--- src/rtl/clken_slot_arbiter_pkg.sv ---
`default_nettype none
// ============================================================================
// Package     : clken_pkg
// Description : Shared constants and helpers for the clken_slot_arbiter slice.
//               Requester index map, default window/requester counts and the
//               slot-counter width helper.
// Revision    : 1.0 - initial release
// ============================================================================
package clken_pkg;

  // Requester index map for the shared slots
  localparam int REQ_VIDEO   = 0;
  localparam int REQ_LOADER  = 1;
  localparam int REQ_REFRESH = 2;

  // Default configuration: 7 sys_clock cycles per CPU enable, 3 requesters
  localparam int DIV_DEFAULT  = 7;
  localparam int NREQ_DEFAULT = 3;

  // Width of a counter/index able to hold 0..v-1, never narrower than 1 bit
  function automatic int clog2w(input int v);
    int r;
    r = $clog2(v);
    return (r < 1) ? 1 : r;
  endfunction

endpackage : clken_pkg
`default_nettype wire

--- src/rtl/clken_slot_arbiter_if.sv ---
`default_nettype none
// ============================================================================
// Interface   : clken_slot_arbiter_if
// Description : Bus bundle between the slot arbiter and its clients.
//   cpu_pause  : client -> arbiter, withhold CPU slots (whole windows only)
//   req        : client -> arbiter, per-requester level request
//   cpu_clken  : arbiter -> clients, one-cycle CPU/device enable
//   gnt        : arbiter -> clients, one-hot one-cycle slot grant
//   slot       : arbiter -> clients, current slot index
//   cpu_paused : arbiter -> clients, pause currently in effect
//   Modports: master = arbiter side, slave = client side.
// Revision    : 1.0 - initial release
// ============================================================================
interface clken_slot_arbiter_if
  import clken_pkg::*;
#(
  parameter int DIV  = DIV_DEFAULT,
  parameter int NREQ = NREQ_DEFAULT
) ();

  localparam int CW = clog2w(DIV);

  logic            cpu_pause;
  logic [NREQ-1:0] req;
  logic            cpu_clken;
  logic [NREQ-1:0] gnt;
  logic [CW-1:0]   slot;
  logic            cpu_paused;

  modport master (
    input  cpu_pause,
    input  req,
    output cpu_clken,
    output gnt,
    output slot,
    output cpu_paused
  );

  modport slave (
    output cpu_pause,
    output req,
    input  cpu_clken,
    input  gnt,
    input  slot,
    input  cpu_paused
  );

endinterface : clken_slot_arbiter_if
`default_nettype wire

--- src/rtl/clken_slot_arbiter_rr_pick.sv ---
`default_nettype none
// ============================================================================
// Module      : rr_pick
// Description : Combinational round-robin selector. Picks the first set bit of
//               elig, searching upward from rr_ptr and wrapping modulo NREQ.
//   elig   : in  NREQ  eligible requesters
//   rr_ptr : in  PW    index where the search starts (always < NREQ)
//   onehot : out NREQ  one-hot of the chosen index (0 when none)
//   idx    : out PW    chosen index (0 when none)
//   any    : out 1     some requester was eligible
// Revision    : 1.0 - initial release
// ============================================================================
module rr_pick
  import clken_pkg::*;
#(
  parameter int NREQ = NREQ_DEFAULT
) (
  input  logic [NREQ-1:0]          elig,
  input  logic [clog2w(NREQ)-1:0]  rr_ptr,
  output logic [NREQ-1:0]          onehot,
  output logic [clog2w(NREQ)-1:0]  idx,
  output logic                     any
);

  localparam int PW = clog2w(NREQ);

  int w_best_d;
  int w_best_i;
  int w_d;

  // The winner is the eligible index at the smallest forward distance from
  // rr_ptr; distance NREQ means "nobody found".
  always_comb begin
    w_best_d = NREQ;
    w_best_i = 0;
    w_d      = 0;
    for (int i = 0; i < NREQ; i++) begin
      if (elig[i]) begin
        w_d = (i + NREQ - int'(rr_ptr)) % NREQ;
        if (w_d < w_best_d) begin
          w_best_d = w_d;
          w_best_i = i;
        end
      end
    end
  end

  always_comb begin
    any    = (w_best_d < NREQ);
    idx    = any ? PW'(w_best_i) : '0;
    onehot = any ? (NREQ'(1) << w_best_i) : '0;
  end

endmodule : rr_pick
`default_nettype wire

--- src/rtl/clken_slot_arbiter.sv ---
`default_nettype none
// ============================================================================
// Module      : clken_slot_arbiter
// Description : Divides sys_clock into windows of DIV slots. Slot 0 issues the
//               one-cycle cpu_clken; the remaining slots (and slot 0 while the
//               CPU is paused) are handed out round-robin to NREQ requesters.
//   sys_clock : in  master clock
//   reset     : in  synchronous active-high reset
//   bus       : clken_slot_arbiter_if.master (cpu_pause, req in;
//               cpu_clken, gnt, slot, cpu_paused out)
// Revision    : 1.0 - initial release
// ============================================================================
module clken_slot_arbiter
  import clken_pkg::*;
#(
  parameter int DIV  = DIV_DEFAULT,
  parameter int NREQ = NREQ_DEFAULT
) (
  input  logic                 sys_clock,
  input  logic                 reset,
  clken_slot_arbiter_if.master bus
);

  localparam int CW = clog2w(DIV);
  localparam int PW = clog2w(NREQ);

  localparam logic [CW-1:0] c_last_slot = CW'(DIV - 1);
  localparam logic [PW-1:0] c_last_req  = PW'(NREQ - 1);

  logic [CW-1:0]   r_slot;
  logic            r_cpu_clken;
  logic [NREQ-1:0] r_gnt;
  logic            r_paused;
  logic [PW-1:0]   r_rr_ptr;

  logic            w_shared;
  logic [NREQ-1:0] w_elig;
  logic [NREQ-1:0] w_onehot;
  logic [PW-1:0]   w_idx;
  logic            w_any;

  // A paused CPU gives up its slot 0 to the requesters.
  assign w_shared = (r_slot != '0) || r_paused;

  // The current grant holder is masked so it cannot be regranted while it is
  // still dropping req; earliest regrant is therefore two cycles later.
  assign w_elig = bus.req & ~r_gnt;

  rr_pick #(
    .NREQ (NREQ)
  ) u_rr_pick (
    .elig   (w_elig),
    .rr_ptr (r_rr_ptr),
    .onehot (w_onehot),
    .idx    (w_idx),
    .any    (w_any)
  );

  always_ff @(posedge sys_clock) begin
    if (reset) begin
      r_slot      <= '0;
      r_cpu_clken <= 1'b0;
      r_gnt       <= '0;
      r_paused    <= 1'b0;
      r_rr_ptr    <= '0;
    end else begin
      r_slot      <= (r_slot == c_last_slot) ? '0 : r_slot + CW'(1);
      r_cpu_clken <= (r_slot == '0) && !r_paused;

      // Pause is only sampled on the last slot so it covers whole windows.
      if (r_slot == c_last_slot) begin
        r_paused <= bus.cpu_pause;
      end

      if (w_shared && w_any) begin
        r_gnt    <= w_onehot;
        r_rr_ptr <= (w_idx == c_last_req) ? '0 : w_idx + PW'(1);
      end else begin
        r_gnt    <= '0;
      end
    end
  end

  assign bus.cpu_clken  = r_cpu_clken;
  assign bus.gnt        = r_gnt;
  assign bus.slot       = r_slot;
  assign bus.cpu_paused = r_paused;

endmodule : clken_slot_arbiter
`default_nettype wire
--- src/flat_wrapper.sv ---
// flat-port wrapper written by rule: the top's interface ports become plain ports
module clken_slot_arbiter_flat import clken_pkg::*;
#(
  parameter int DIV  = DIV_DEFAULT,
  parameter int NREQ = NREQ_DEFAULT
)
  (sys_clock, reset, bus_cpu_pause, bus_req, bus_cpu_clken, bus_gnt, bus_slot, bus_cpu_paused);
  clken_slot_arbiter_if #(.DIV(DIV), .NREQ(NREQ)) bus_i ();
  input  logic sys_clock;
  input  logic reset;
  input wire logic [$bits(bus_i.cpu_pause)-1:0] bus_cpu_pause;
  input wire logic [$bits(bus_i.req)-1:0] bus_req;
  output wire logic [$bits(bus_i.cpu_clken)-1:0] bus_cpu_clken;
  output wire logic [$bits(bus_i.gnt)-1:0] bus_gnt;
  output wire logic [$bits(bus_i.slot)-1:0] bus_slot;
  output wire logic [$bits(bus_i.cpu_paused)-1:0] bus_cpu_paused;
  assign bus_i.cpu_pause = bus_cpu_pause;
  assign bus_i.req = bus_req;
  assign bus_cpu_clken = bus_i.cpu_clken;
  assign bus_gnt = bus_i.gnt;
  assign bus_slot = bus_i.slot;
  assign bus_cpu_paused = bus_i.cpu_paused;
  clken_slot_arbiter #(.DIV(DIV), .NREQ(NREQ)) u_core (.sys_clock(sys_clock), .reset(reset), .bus(bus_i));
endmodule
--- config.mk ---
export PLATFORM = sky130hd
export DESIGN_NAME = clken_slot_arbiter_flat
export DESIGN_NICKNAME = d
export VERILOG_FILES = /design/src/rtl/clken_slot_arbiter_pkg.sv /design/src/rtl/clken_slot_arbiter_if.sv /design/src/rtl/clken_slot_arbiter_rr_pick.sv /design/src/rtl/clken_slot_arbiter.sv /design/src/flat_wrapper.sv
export SDC_FILE = /design/constraint.sdc
export NUM_CORES = 1
export LEC_CHECK = 0
export ABC_AREA = 0
export CAP_MARGIN = 5
export CORE_MARGIN = 10
export CORE_UTILIZATION = 50
export CTS_BUF_LIST = sky130_fd_sc_hd__clkbuf_4 sky130_fd_sc_hd__clkbuf_8
export DETAILED_ROUTE_END_ITERATION = 16
export GPL_TIMING_DRIVEN = 0
export HOLD_SLACK_MARGIN = 0.08
export PLACE_DENSITY = 0.81
export SYNTH_ARGS = -nofsm -noshare
export SYNTH_HDL_FRONTEND = slang
export SYNTH_SLANG_ARGS = --single-unit
--- constraint.sdc ---
create_clock -name sys_clock -period 15.2 [get_ports sys_clock]
set_input_delay 2.28 -clock sys_clock [delete_from_list [all_inputs] [get_ports sys_clock]]
set_output_delay 2.28 -clock sys_clock [all_outputs]
set_load 0.005 [all_outputs]
# [Word level (Yosys, flattened, before mapping)]
# Cells that the tools add are included.
# Widths: inputs -> output; s select.
[word_totals] wordCells=44 mem_bits_ro=0 in_bits=6 latch_bits=0 regBits=10 ramBits=0 memories=0
[op_classes] mux=12 n_reduce_logical=8 n_addsub=5 n_shift=1 div_mod_pow=3 n_lt_le_gt_ge=4 n_bitwise=4 mul=0 n_eq_ne=2
[op_table] op="$mux 32" n=8
[op_table] op="$mod 32x3->32 const B" n=3
[op_table] op="$lt 32x3->1 const B" n=2
[op_table] op="$lt 32x32->1" n=2
[op_table] op="$shl 1x32->3 const A" n=1
[op_table] op="$sub 3x2->4 const A" n=2
[op_table] op="$mux 2" n=2
[op_table] op="$add 3x1->3 const B" n=1
[op_table] op="$and 3x3->3" n=1
[op_table] op="$eq 3x3->1 const B" n=1
[op_table] op="$logic_not 3->1" n=1
[op_table] op="$not 3->3" n=1
[op_table] op="$reduce_bool 3->1" n=1
[op_table] op="$reduce_or 3->1" n=1
[op_table] op="$sub 2x2->3 const A" n=1
[op_table] op="$add 2x1->2 const B" n=1
[op_table] op="$eq 2x2->1 const B" n=1
[op_table] op="$logic_and 1x1->1" n=2
[op_table] op="$mux 1" n=2
[op_table] op="$not 1->1" n=2
[op_table] op="$reduce_or 2->1" n=1
[op_table] op="$logic_not 1->1" n=1
[op_table] op="$logic_or 1x1->1" n=1

# [Longest topological paths before layout]
[depth] ltp_word=15 mapped_depth=22 ltp_nobuf=22

# [By module]
# A second synthesis with hierarchy kept.
[unflattened] cells_unflattened=154 area_unflattened_um2=1224.9
[by_module_without_submodules] module="rr_pick" seq_area_each_um2=0.0 area_each_um2=794.5 cells_each=112 n_inst=1
[by_module_without_submodules] module="clken_slot_arbiter" seq_area_each_um2=200.2 area_each_um2=430.4 cells_each=42 n_inst=1

# [Worst setup path before layout]
# Ideal clock, no wire load.
[synth_timing] path_type="input to register" from="input bus_req[0]" to="register u_core.r_rr_ptr[1]" path_slack_ns=8.857 path_stages=16 arrival_time_ns=6.222 cell_sequence="nand2b_1 > nor2_1 > ha_1 > a2111o_1 > ha_1 > nor3b_2 > o21ai_0 > ha_1 > a2111oi_2 > o211ai_1 > a211oi_2 > nand3b_2 > a2111oi_4 > a21oi_1 > a221o_1 > mux2_4"
[synth_via] elab_chain_len=12 elab_cells_between_ends=18 classes_between="add/sub (1); order compare (3); eq/ne (1); mux (11); bitwise (1); reduce/logical (1)"
[synth_rtl] element="from (decl)" line_no="flat_wrapper.sv:12" source="input wire logic [$bits(bus_i.req)-1:0] bus_req;"
[synth_rtl] element="$and 3x3->3 *" line_no="clken_slot_arbiter.sv:47" source="assign w_elig = bus.req & ~r_gnt;"
[synth_rtl] element="$mux 32 *" line_no="clken_slot_arbiter_rr_pick.sv:38" source="if (elig[i]) begin"
[synth_rtl] element="$lt 32x32->1" line_no="clken_slot_arbiter_rr_pick.sv:40" source="if (w_d < w_best_d) begin"
[synth_rtl] element="$mux 32" line_no="clken_slot_arbiter_rr_pick.sv:40"
[synth_rtl] element="$mux 32" line_no="clken_slot_arbiter_rr_pick.sv:38"
[synth_rtl] element="$lt 32x32->1" line_no="clken_slot_arbiter_rr_pick.sv:40"
[synth_rtl] element="$mux 32" line_no="clken_slot_arbiter_rr_pick.sv:40"
[synth_rtl] element="$mux 32" line_no="clken_slot_arbiter_rr_pick.sv:38"
[synth_rtl] element="$lt 32x3->1" line_no="clken_slot_arbiter_rr_pick.sv:49" source="any = (w_best_d < NREQ);"
[synth_rtl] element="$mux 2" line_no="clken_slot_arbiter_rr_pick.sv:50" source="idx = any ? PW'(w_best_i) : '0;"
[synth_rtl] element="$add 2x1->2 or $eq 2x2->1 (tied branches)" line_no="clken_slot_arbiter.sv:77" source="r_rr_ptr <= (w_idx == c_last_req) ? '0 : w_idx + PW'(1);"
[synth_rtl] element="$mux 2" line_no="clken_slot_arbiter.sv:77"
[synth_rtl] element="to (signal assigned)" line_no="clken_slot_arbiter.sv:77"
[synth_rtl] element="to (decl)" line_no="clken_slot_arbiter.sv:34" source="logic [PW-1:0] r_rr_ptr;"
# Every way passes the cells marked *; elsewhere a longest branch is shown, timed or not.
# A chain may end at the register's enable or synchronous reset.

# [Final worst setup path]
# Same ends and word-level chain as after synthesis.

==> impl_metrics.sql <==
INSERT INTO impl_metrics (metric_group, metric, value, unit) VALUES
('floorplan', 'rows', '18', ''),
('finish', 'drive_gt1_share', '8.33', '%'),
('setup_path', 'crit_fanout', '8', ''),
('power_and_ir_drop', 'swShare', '48.6', '%'),
('clock_network', 'clock_tree.buffer_depth', '2', ''),
('clock_network', 'path_clk_slew', '0.06', 'ns'),
('drt', 'drt-pass1-iter-count', '5', ''),
('grt', 'pin_count_of_the_biggest_net_entering_global_routing', '10', ''),
('grt', 'gr-usage-met3', '1.53', '%'),
('clock_network', 'clock-root-buffer', 'clkbuf_4', ''),
('floorplan', 'initial_core_util', '51.9', '%'),
('finish', 'fill_cell_count', '234', ''),
('run', 'drv_cap', '0', ''),
('synthesis', 'dominant_cells_by_area_after_synthesis', 'ha_1, dfxtp_1, inv_1', ''),
('synthesis', 'ys.flop_type', 'dfxtp_1', ''),
('finish', 'layout_common_cells', 'ha_1, inv_1, clkdlybuf4s50_1', ''),
('power_and_ir_drop', 'clkPwrFrac', '6.4', '%'),
('finish', 'final_common_cell', 'ha_1', ''),
('power_and_ir_drop', 'worst_ir_drop_vdd', '0.190', 'mV'),
('power_and_ir_drop', 'power_density', '253', 'nW/um2'),
('power_and_ir_drop', 'leakage', '0.656', 'nW'),
('timing', 'finalSetupTns', '0', 'ns'),
('grt', 'global_route.usage.met2', '20.5', '%'),
('clock_network', 'cts-buffers-inserted', '3', ''),
('floorplan', 'fp.dieH', '70.7', 'um'),
('synthesis', 'synth.lib_cells_used.distinct', '40', ''),
('grt', 'gr-usage-met1', '13.4', '%'),
('synthesis', 'synth_area', '1290', 'um2'),
('place', 'dpl_cell_area', '1440', 'um2'),
('finish', 'final_cell_area', '1480', 'um2'),
('synthesis', 'synthesis.area_per_instance', '8.46', 'um2'),
('drt', 'drc', '0', ''),
('power_and_ir_drop', 'netSwitchingPower', '0.181', 'mW'),
('status', 'run_status', 'finished, final reports clean', ''),
('synthesis', 'synth-edff-count', '0', ''),
('grt', 'globalRoute.busiestLayer', 'met2', ''),
('timing', 'layout_worst_path_cycle_share', '46.5', '%'),
('synthesis', 'yosys_register_bits', '10', ''),
('timing', 'final.setup_skew', '0.00402', 'ns'),
('clock_network', 'cts_hold_buffers', '0', ''),
('finish', 'finish.cell_count_without_fillers', '198', ''),
('power_and_ir_drop', 'combinationalPowerShare', '82.9', '%'),
('timing', 'achievable-frequency', '0.142', 'GHz'),
('grt', 'grt_pass1_vias', '1191', ''),
('clock_network', 'tritoncts', 'built', ''),
('worst_hold_path', 'min_path_type', 'flop to flop', ''),
('grt', 'grt.total_usage', '11.7', '%'),
('power_and_ir_drop', 'share_seq_of_total_power', '10.7', '%'),
('floorplan', 'design.portCount', '14', ''),
('timing', 'setup_viol', '0', ''),
('drt', 'finalWirelength', '2.92', 'mm'),
('timing', 'grt_setup_unrepaired', 'false', ''),
('place', 'dp_cells', '194', ''),
('drt', 'drt_iter0_markers', '93', ''),
('place', 'portBuffers', '12', ''),
('synthesis', 'synth_top_cell_area_share', '29.2', '%'),
('place', 'placement.setup.worst_slack', '7.81', 'ns'),
('timing', 'period_minus_slack', '7.07', 'ns'),
('finish', 'n_antenna_cell', '0', ''),
('power_and_ir_drop', 'totalPowerFinal', '0.374', 'mW'),
('drt', 'via_per_inst', '5.93', ''),
('setup_path', 'worst-endpoint-arrival', '7.23', 'ns'),
('timing', 'finalHoldViolations', '0', ''),
('power_and_ir_drop', 'power.internal', '0.192', 'mW'),
('place', 'globalplace.congestion', '0.828', ''),
('synthesis', 'seq_area_frac_synth', '15.6', '%'),
('grt', 'grt_pass1_wl', '5.12', 'mm'),
('timing', 'tightest_slew', '0.838', 'ns'),
('drt', 'avgRoutedWirePerCell', '14.8', 'um'),
('synthesis', 'cell_type_with_the_largest_total_area_after_synthesis', 'ha_1', ''),
('floorplan', 'floorplan.core_area', '2480', 'um2');
## power groups by stage
stage	clock [mW]	combinational, mW	sequential [mW]
global route	0.0254	0.345	0.0411
global placement	0	0.295	0.0400
floorplan	0	0.248	0.0391
detailed placement	0	0.308	0.0405
finish	0.0239	0.310	0.0400
CTS	0.0247	0.309	0.0399
## synth_stat cells (3+ instances only)
master / count
a21oi_1: 8
a221oi_1: 3
and2_1: 3
dfxtp_1: 10
ha_1: 30
inv_1: 16
nand2_1: 10
nand2b_1: 3
nor2_1: 11
nor2b_1: 9
nor3_1: 6
nor3b_1: 3
o211ai_1: 3
o21ai_0: 7
## path summary, 6_finish.rpt
path                                      start                            endpoint  slack [ns]  cells after the start
min          u_core.bus.cpu_paused$_SDFFE_PP0P_  u_core.bus.cpu_paused$_SDFFE_PP0P_        0.49                      2
max reg2reg     u_core.r_rr_ptr[1]$_SDFFE_PP0P_     u_core.r_rr_ptr[1]$_SDFFE_PP0P_        8.67                     21
min reg2reg  u_core.bus.cpu_paused$_SDFFE_PP0P_  u_core.bus.cpu_paused$_SDFFE_PP0P_        0.49                      2
max                                  bus_req[0]     u_core.r_rr_ptr[1]$_SDFFE_PP0P_        8.13                     17
## cell families (layout without fill, tap and decap cells)
kind of cell | after synthesis | count (layout) | share of synthesized area [%]
AO/OA/AOI/OAI | 36 | 36 | 23.3
adder cells (fa/ha/maj) | 30 | 30 | 29.2
buffers and inverters | 17 | 33 | 4.96
flip-flops | 10 | 10 | 15.6
multiplexers | 2 | 2 | 1.95
AND/OR/NAND/NOR | 57 | 57 | 25.1
## metal layers
metal  wire (um)  part of all wire [%]
met5           0                     0
met4          68                   2.3
met3         114                   3.9
met2        1430                    49
met1        1310                    45
## state kept, by name, indices dropped and copies added, names as in the netlist
register,flops
u_core.bus.slot,3
u_core.bus.cpu_paused,1
u_core.bus.cpu_clken,1
u_core.bus.gnt,3
u_core.r_rr_ptr,2
## cell type report
type,count,area (um2),share of cell area [%]
Tap cell,30,37.5,2.54
Inverter,16,60.1,4.06
Buffer,1,3.75,0.254
Timing Repair Buffer,12,120,8.11
Clock buffer,4,36.3,2.45
Multi-Input combinational cell,125,1020,69.1
Sequential cell,10,200,13.5
## worst max-delay path: stages
cell and delay, ns:
clkdlybuf4s50_1 0.48, nand2b_1 0.07, nor2_1 0.14, ha_1 0.26
a2111o_1 0.41, ha_1 0.32, nor3b_2 0.43, o21ai_0 0.19
ha_1 0.36, a2111oi_2 0.38, o211ai_1 0.18, a211oi_2 0.29
nand3b_2 0.15, a2111oi_4 0.47, a21oi_1 0.07, a221o_1 0.42
mux2_4 0.32
Power figures use the tool's default switching activity.
